## config.mk

```make
export PLATFORM = sky130hd
export DESIGN_NAME = isp_frame_ctrl
export DESIGN_NICKNAME = d
export VERILOG_FILES = /design/src/rtl/isp_pkg.sv /design/src/rtl/isp_cfg_shadow.sv /design/src/rtl/isp_frame_ctrl.sv
export SDC_FILE = /design/constraint.sdc
export NUM_CORES = 2
export LEC_CHECK = 0
export BUFFER_PORTS_ARGS = -buffer_cell sky130_fd_sc_hd__buf_2
export CORE_MARGIN = 2
export CORE_UTILIZATION = 38
export CTS_CLUSTER_SIZE = 8
export DETAILED_ROUTE_END_ITERATION = 8
export GPL_ROUTABILITY_DRIVEN = 0
export PLACE_DENSITY = 0.61
export SLEW_MARGIN = 10
export SYNTH_ARGS = -nofsm -noshare
export SYNTH_HDL_FRONTEND = slang
export SYNTH_HIERARCHICAL = 1
export SYNTH_SLANG_ARGS = --single-unit
```

## constraint.sdc

```tcl
create_clock -name clk -period 22.3 [get_ports clk]
set_clock_uncertainty 0.1 [all_clocks]
set_input_delay 2.23 -clock clk [delete_from_list [all_inputs] [get_ports clk]]
set_output_delay 2.23 -clock clk [all_outputs]
set_load 0.02 [all_outputs]
```

## src/rtl/isp_pkg.sv

```systemverilog
// Shared types and constants for the ISP frame sequencer.
//   frame_state_t : frame sequencer states
//   cc_coeff_t    : one signed colour-correction coefficient (INT.FRAC)
//   cfg_is_valid  : crop-versus-frame geometry check used when start is requested
package isp_pkg;

  localparam int CC_INT_BITS  = 6;
  localparam int CC_FRAC_BITS = 6;
  localparam int CC_W         = CC_INT_BITS + CC_FRAC_BITS;

  localparam int DEFAULT_FLUSH_CYCLES   = 4;
  localparam int DEFAULT_TIMEOUT_CYCLES = 1048576;

  typedef logic signed [CC_W-1:0] cc_coeff_t;

  typedef enum logic [2:0] {
    ST_IDLE,
    ST_LOAD,
    ST_FLUSH,
    ST_RUN,
    ST_DONE
  } frame_state_t;

  // Crop must be non-empty and fit inside the raw frame.
  function automatic logic cfg_is_valid(input logic [15:0] fwidth,
                                        input logic [15:0] fheight,
                                        input logic [15:0] crop_width,
                                        input logic [15:0] crop_height);
    return (crop_width != 16'd0) && (crop_height != 16'd0) &&
           (crop_width <= fwidth) && (crop_height <= fheight);
  endfunction

endpackage

```

## src/rtl/isp_cfg_shadow.sv

```systemverilog
// Configuration validation and shadow capture for one frame.
//   clk, reset       : clock, asynchronous active-high reset
//   capture          : load every cfg_* into sh_* on this cycle
//   cfg_*            : live configuration inputs
//   cfg_valid        : combinational geometry check of the live configuration
//   sh_*             : configuration frozen for the current/last frame
//   expected         : crop_width*crop_height captured alongside the shadows
module isp_cfg_shadow
  import isp_pkg::*;
#(
  parameter int INT_BITS  = CC_INT_BITS,
  parameter int FRAC_BITS = CC_FRAC_BITS
) (
  input  logic                                clk,
  input  logic                                reset,
  input  logic                                capture,
  input  logic [15:0]                         cfg_fwidth,
  input  logic [15:0]                         cfg_fheight,
  input  logic [15:0]                         cfg_crop_width,
  input  logic [15:0]                         cfg_crop_height,
  input  logic [15:0]                         cfg_wb_mult,
  input  logic [15:0]                         cfg_cblack,
  input  logic signed [INT_BITS+FRAC_BITS-1:0] cfg_cc_coeff [9],
  output logic                                cfg_valid,
  output logic [15:0]                         sh_fwidth,
  output logic [15:0]                         sh_fheight,
  output logic [15:0]                         sh_crop_width,
  output logic [15:0]                         sh_crop_height,
  output logic [15:0]                         sh_wb_mult,
  output logic [15:0]                         sh_cblack,
  output logic signed [INT_BITS+FRAC_BITS-1:0] sh_cc_coeff [9],
  output logic [31:0]                         expected
);

  assign cfg_valid = cfg_is_valid(cfg_fwidth, cfg_fheight, cfg_crop_width, cfg_crop_height);

  always_ff @(posedge clk or posedge reset) begin
    if (reset) begin
      sh_fwidth      <= '0;
      sh_fheight     <= '0;
      sh_crop_width  <= '0;
      sh_crop_height <= '0;
      sh_wb_mult     <= '0;
      sh_cblack      <= '0;
      for (int i = 0; i < 9; i++) sh_cc_coeff[i] <= '0;
      expected       <= '0;
    end else if (capture) begin
      sh_fwidth      <= cfg_fwidth;
      sh_fheight     <= cfg_fheight;
      sh_crop_width  <= cfg_crop_width;
      sh_crop_height <= cfg_crop_height;
      sh_wb_mult     <= cfg_wb_mult;
      sh_cblack      <= cfg_cblack;
      for (int i = 0; i < 9; i++) sh_cc_coeff[i] <= cfg_cc_coeff[i];
      // 16x16 unsigned product always fits in 32 bits.
      expected       <= 32'(cfg_crop_width) * 32'(cfg_crop_height);
    end
  end

endmodule

```

## src/rtl/isp_frame_ctrl.sv

```systemverilog
// Frame-level sequencer for the demosaic/white-balance -> colour-conversion pipe.
//   clk, reset          : clock, asynchronous active-high reset
//   start, abort        : frame request (IDLE only) and frame termination
//   cfg_*               : per-frame configuration, captured in LOAD
//   pipe_data_v/done    : pixel-valid and frame-done from colour conversion
//   pipe_reset          : holds the pipeline in reset outside RUN
//   sh_*                : shadowed configuration driving the pipeline
//   busy                : high in every state except IDLE
//   cfg_err             : one-cycle pulse when start is rejected
//   frame_done          : one-cycle end-of-frame pulse
//   st_aborted/timeout/size_err, pix_count, frame_count : frame status
module isp_frame_ctrl
  import isp_pkg::*;
#(
  parameter int INT_BITS       = CC_INT_BITS,
  parameter int FRAC_BITS      = CC_FRAC_BITS,
  parameter int FLUSH_CYCLES   = DEFAULT_FLUSH_CYCLES,
  parameter int TIMEOUT_CYCLES = DEFAULT_TIMEOUT_CYCLES,
  parameter int CNT_W          = 32
) (
  input  logic                                clk,
  input  logic                                reset,
  input  logic                                start,
  input  logic                                abort,
  input  logic [15:0]                         cfg_fwidth,
  input  logic [15:0]                         cfg_fheight,
  input  logic [15:0]                         cfg_crop_width,
  input  logic [15:0]                         cfg_crop_height,
  input  logic [15:0]                         cfg_wb_mult,
  input  logic [15:0]                         cfg_cblack,
  input  logic signed [INT_BITS+FRAC_BITS-1:0] cfg_cc_coeff [9],
  input  logic                                pipe_data_v,
  input  logic                                pipe_done,
  output logic                                pipe_reset,
  output logic [15:0]                         sh_fwidth,
  output logic [15:0]                         sh_fheight,
  output logic [15:0]                         sh_crop_width,
  output logic [15:0]                         sh_crop_height,
  output logic [15:0]                         sh_wb_mult,
  output logic [15:0]                         sh_cblack,
  output logic signed [INT_BITS+FRAC_BITS-1:0] sh_cc_coeff [9],
  output logic                                busy,
  output logic                                cfg_err,
  output logic                                frame_done,
  output logic                                st_aborted,
  output logic                                st_timeout,
  output logic                                st_size_err,
  output logic [CNT_W-1:0]                    pix_count,
  output logic [CNT_W-1:0]                    frame_count
);

  localparam int FL_W = (FLUSH_CYCLES > 1) ? $clog2(FLUSH_CYCLES) : 1;
  localparam int IW   = $clog2(TIMEOUT_CYCLES + 1);

  frame_state_t   state;
  logic [FL_W-1:0] flush_cnt;
  logic [IW-1:0]   idle_cnt;
  logic            cfg_valid;
  logic [31:0]     expected;
  logic [CNT_W-1:0] pix_next;

  function automatic logic [CNT_W-1:0] sat_inc(input logic [CNT_W-1:0] v, input logic inc);
    return (inc && (v != '1)) ? v + 1'b1 : v;
  endfunction

  isp_cfg_shadow #(
    .INT_BITS  (INT_BITS),
    .FRAC_BITS (FRAC_BITS)
  ) u_shadow (
    .clk             (clk),
    .reset           (reset),
    .capture         (state == ST_LOAD),
    .cfg_fwidth      (cfg_fwidth),
    .cfg_fheight     (cfg_fheight),
    .cfg_crop_width  (cfg_crop_width),
    .cfg_crop_height (cfg_crop_height),
    .cfg_wb_mult     (cfg_wb_mult),
    .cfg_cblack      (cfg_cblack),
    .cfg_cc_coeff    (cfg_cc_coeff),
    .cfg_valid       (cfg_valid),
    .sh_fwidth       (sh_fwidth),
    .sh_fheight      (sh_fheight),
    .sh_crop_width   (sh_crop_width),
    .sh_crop_height  (sh_crop_height),
    .sh_wb_mult      (sh_wb_mult),
    .sh_cblack       (sh_cblack),
    .sh_cc_coeff     (sh_cc_coeff),
    .expected        (expected)
  );

  // Pixel count including a pixel that arrives on this cycle, so a pixel
  // coincident with pipe_done is part of the size comparison.
  assign pix_next = sat_inc(pix_count, pipe_data_v);

  always_ff @(posedge clk or posedge reset) begin
    if (reset) begin
      state       <= ST_IDLE;
      pipe_reset  <= 1'b1;
      busy        <= 1'b0;
      cfg_err     <= 1'b0;
      frame_done  <= 1'b0;
      st_aborted  <= 1'b0;
      st_timeout  <= 1'b0;
      st_size_err <= 1'b0;
      pix_count   <= '0;
      frame_count <= '0;
      flush_cnt   <= '0;
      idle_cnt    <= '0;
    end else begin
      cfg_err    <= 1'b0;
      frame_done <= 1'b0;
      case (state)
        ST_IDLE: begin
          if (start) begin
            if (cfg_valid) begin
              state       <= ST_LOAD;
              busy        <= 1'b1;
              pix_count   <= '0;
              st_aborted  <= 1'b0;
              st_timeout  <= 1'b0;
              st_size_err <= 1'b0;
            end else begin
              cfg_err <= 1'b1;
            end
          end
        end
        // Shadows are captured by the sub-module on this cycle even when
        // abort is seen here.
        ST_LOAD: begin
          if (abort) begin
            st_aborted  <= 1'b1;
            state       <= ST_DONE;
            frame_done  <= 1'b1;
            frame_count <= frame_count + 1'b1;
          end else begin
            state     <= ST_FLUSH;
            flush_cnt <= '0;
          end
        end
        ST_FLUSH: begin
          if (abort) begin
            st_aborted  <= 1'b1;
            state       <= ST_DONE;
            frame_done  <= 1'b1;
            frame_count <= frame_count + 1'b1;
          end else if (flush_cnt == FL_W'(FLUSH_CYCLES - 1)) begin
            state      <= ST_RUN;
            pipe_reset <= 1'b0;
            idle_cnt   <= '0;
          end else begin
            flush_cnt <= flush_cnt + 1'b1;
          end
        end
        // Priority: completion, then abort, then timeout.
        ST_RUN: begin
          pix_count <= pix_next;
          idle_cnt  <= pipe_data_v ? '0 : idle_cnt + 1'b1;
          if (pipe_done || abort || (idle_cnt == IW'(TIMEOUT_CYCLES))) begin
            state       <= ST_DONE;
            pipe_reset  <= 1'b1;
            frame_done  <= 1'b1;
            frame_count <= frame_count + 1'b1;
            if (pipe_done) begin
              st_size_err <= (64'(pix_next) != 64'(expected));
            end else if (abort) begin
              st_aborted <= 1'b1;
            end else begin
              st_timeout <= 1'b1;
            end
          end
        end
        ST_DONE: begin
          state <= ST_IDLE;
          busy  <= 1'b0;
        end
        default: begin
          state      <= ST_IDLE;
          pipe_reset <= 1'b1;
          busy       <= 1'b0;
        end
      endcase
    end
  end

endmodule

```

==> flow_metrics.tcl <==
set metrics [dict create \
    postCtsSetupBuffers 0 \
    postCtsResizedCells 0 \
    worst_slew_pin_slew_ns 1.14 \
    synthCells 2327 \
    yosys_warnings 6 \
    critPathCaptureType "flip-flop" \
    rsz0062_at_grt "false" \
    grtUsageTotal_pct 21.2 \
    synth_edf_count 0 \
    drtAntennaViolNets 0 \
    routedWlPerCell_um 19.3 \
    leakage_nw 14.1 \
    avgSynthCellArea_um2 10.4 \
    setup_viol 0 \
    cts_sinks 333 \
    yosys.area_share.adder_pct 23.4 \
    cts_max_level 2 \
    critPathRequiredTime_ns 22.65 \
    core_region_area_mm2 0.0630 \
    std_cell_rows 92 \
    synth_top_family_by_area "adder cells" \
    cts_tree "yes" \
    grt_antenna_before_repair 7 \
    grt-ovfl-total 0 \
    boundaryPins 485 \
    path_clk_slew_ns 0.05 \
    setup_slack_ns 14.65 \
    synth_xor_area_share_pct 4.28 \
    synthMuxAreaShare_pct 10.8 \
    root_buffer "clkbuf_16" \
    synth_area_mm2 0.0241 \
    grt_max_degree 99 \
    dpl.hpwl_um 52000 \
    synth_compound_area_share_pct 6.74 \
    grt_pass1_wl_um 112000 \
    period_share_pct 34.3 \
    dp_slack_ns 14.19 \
    synth_top_area_share_pct 34.4 \
    drv_slew 0 \
    area.growth.synth_to_final_pct 19.1 \
    timing.fmax_mhz 131 \
    power_density_mw_per_mm2 152 \
    die_x_um 256 \
    status "finished clean" \
    yosys.cell_types.count 79 \
    hold_buffers 0 \
    seq_area_frac_synth_pct 34.5 \
    yosys.area.top_type "dfrtp_1" \
    synth_ff_type "dfrtp_1" \
    grt_pass1_vias 20122 \
    min_period_ns 7.65 \
    start_util_pct 38.3 \
    critPathArrivalTime_ns 8.01 \
    ys_seq_elements 333 \
    worstSkewPairLatency_ns 0.59 \
    synthArstFlopShare_pct 100 \
    clockBufferDepth 3 \
    synthTopCellsByArea "dfrtp_1 (34%), fa_1 (16%), mux2_2 (11%)" \
    vias_per_cell 5.23 \
    synth-simple-area-share_pct 14.1 \
    die_h_um 256 \
    hold_violations 0 \
    wirelength_um 70100 \
    worst_ir_drop_vdd_mv 0.118 \
    dieArea_mm2 0.0655 \
    critical_path_class "input port to flip-flop" \
    drt-initial-drc-count 1482 \
    via_count 18990 \
    first_pass_iters 5 \
    worstPathMaxFanout 19 \
    nets 3310 \
    syn_nets 2872 \
    drive_above_1_share_pct 29.0 \
    port-buffer-count 484 \
    drv_cap 0 \
    cts_inserted_buffers 49 \
    drc 0 \
    worstHoldPathType "flip-flop to flip-flop" \
    start_kind "input port" \
    finalSetupTns_ns 0 \
    max_slew_margin_pct 24.0 \
    holdWs_ns 0.367 \
]
## state kept, by name, summed over array words and instances (netlist names)
| signal | count |
|---|---|
| u_shadow/sh_crop_height | 16 |
| u_shadow/sh_crop_width | 16 |
| u_shadow/sh_cblack | 16 |
| u_shadow/sh_wb_mult | 16 |
| st_size_err | 1 |
| u_shadow/expected | 32 |
| u_shadow/sh_cc_coeff | 108 |
| pix_count | 32 |
| flush_cnt | 2 |
| cfg_err | 1 |
| st_aborted | 1 |
| state | 3 |
| pipe_reset | 1 |
| frame_done | 1 |
| idle_cnt | 21 |
| frame_count | 32 |
| st_timeout | 1 |
| u_shadow/sh_fheight | 16 |
| u_shadow/sh_fwidth | 16 |
| busy | 1 |
## synth_stat cells, types with 35 or more instances
cell type,instances
nand2_1,248
fa_1,194
xnor2_1,72
xor2_1,46
inv_1,274
and3_1,35
nor2_1,79
o21ai_0,71
clkbuf_1,92
ha_1,141
a21oi_1,61
dfrtp_1,332
nand3_1,53
mux2_2,227
and2_1,127
## layout make-up
type | instances | area [µm²]
inverter | 275 | 1040
clock buffer | 63 | 1310
fill | 6002 | 34200
antenna | 4 | 10.0
clock inverter | 6 | 145
tap | 846 | 1060
sequential | 333 | 8330
timing repair buffer | 495 | 2500
multi-input combinational | 1611 | 14300
## metrics by stage
step                      util [%]  total power [mW]  cell area (µm²)  std cells
after floorplan                  -              2.86            24100       2327
after global placement        43.3              3.58            27300       3560
after detailed placement      43.3              3.62            27300       3560
after CTS                     45.6              4.38            28700       3629
after global routing          45.6              4.73            28700       3633
final                         45.6              4.36            28700       3633
## final timing paths
| check | startpoint | to | slack, ns | cells past startpoint |
|---|---|---|---|---|
| hold / removal | frame_count[31] | frame_count[31] | 0.37 | 1 |
| setup / recovery | cfg_crop_width[8] | u_shadow/expected[29] | 14.65 | 19 |
| min in group asynchronous | reset | pix_count[27] | 1.67 | 2 |
| max in group asynchronous | reset | u_shadow/sh_fheight[2] | 18.11 | 4 |
| setup reg to reg | state[0] | u_shadow/sh_crop_height[15] | 18.55 | 6 |
| hold reg to reg | frame_count[31] | frame_count[31] | 0.37 | 1 |
## layout by cell type, fill, tap and decap left out, types with 7 or more instances in the layout
cell type,n
o31ai_1,12
mux2_2,227
inv_1,272
fa_1,194
nand4_1,32
a31oi_1,17
nand3_1,53
and4_1,7
clkbuf_1,11
clkbuf_16,49
and2_1,127
nor3_1,26
or3_1,11
xnor2_1,72
and3_1,35
o21ai_0,71
o21a_1,8
a21o_1,13
a21oi_1,61
nor2_1,79
buf_2,484
ha_1,141
dfrtp_1,332
nor4_1,15
nor2b_1,9
buf_4,11
nand2_1,248
xor2_1,46
## where the power goes
group          switching (mW)  internal [mW]
sequential              0.146          0.838
combinational            1.60           1.06
clock                   0.278          0.431
## critical path, cell delays in order
cell and delay, ns:
buf_2 0.40, nand2_1 0.15, fa_1 0.55, inv_1 0.06
fa_1 0.52, inv_1 0.05, fa_1 0.53, inv_1 0.05
fa_1 0.50, fa_1 0.47, ha_1 0.30, ha_1 0.42
a21oi_1 0.31, o21ai_0 0.21, a2111oi_0 0.49, o21ai_0 0.13
a41o_1 0.22, xor2_1 0.14, mux2_2 0.26
## cells by family after synthesis
group,count (synthesis)
fa+ha+maj,335
xor+xnor,118
compound gates,252
flops,333
mux,231
buf+inv,383
simple gates,675
## per-layer routing
metal	vias to the layer above	wire length [µm]	global-route usage [%]
li1	8597	-	-
met1	9462	29500	27.6
met2	809	33500	35.2
met3	118	5640	5.31
met4	4	1480	5.82
met5	-	27	0
No activity file was read; power rests on OpenSTA's default activity.
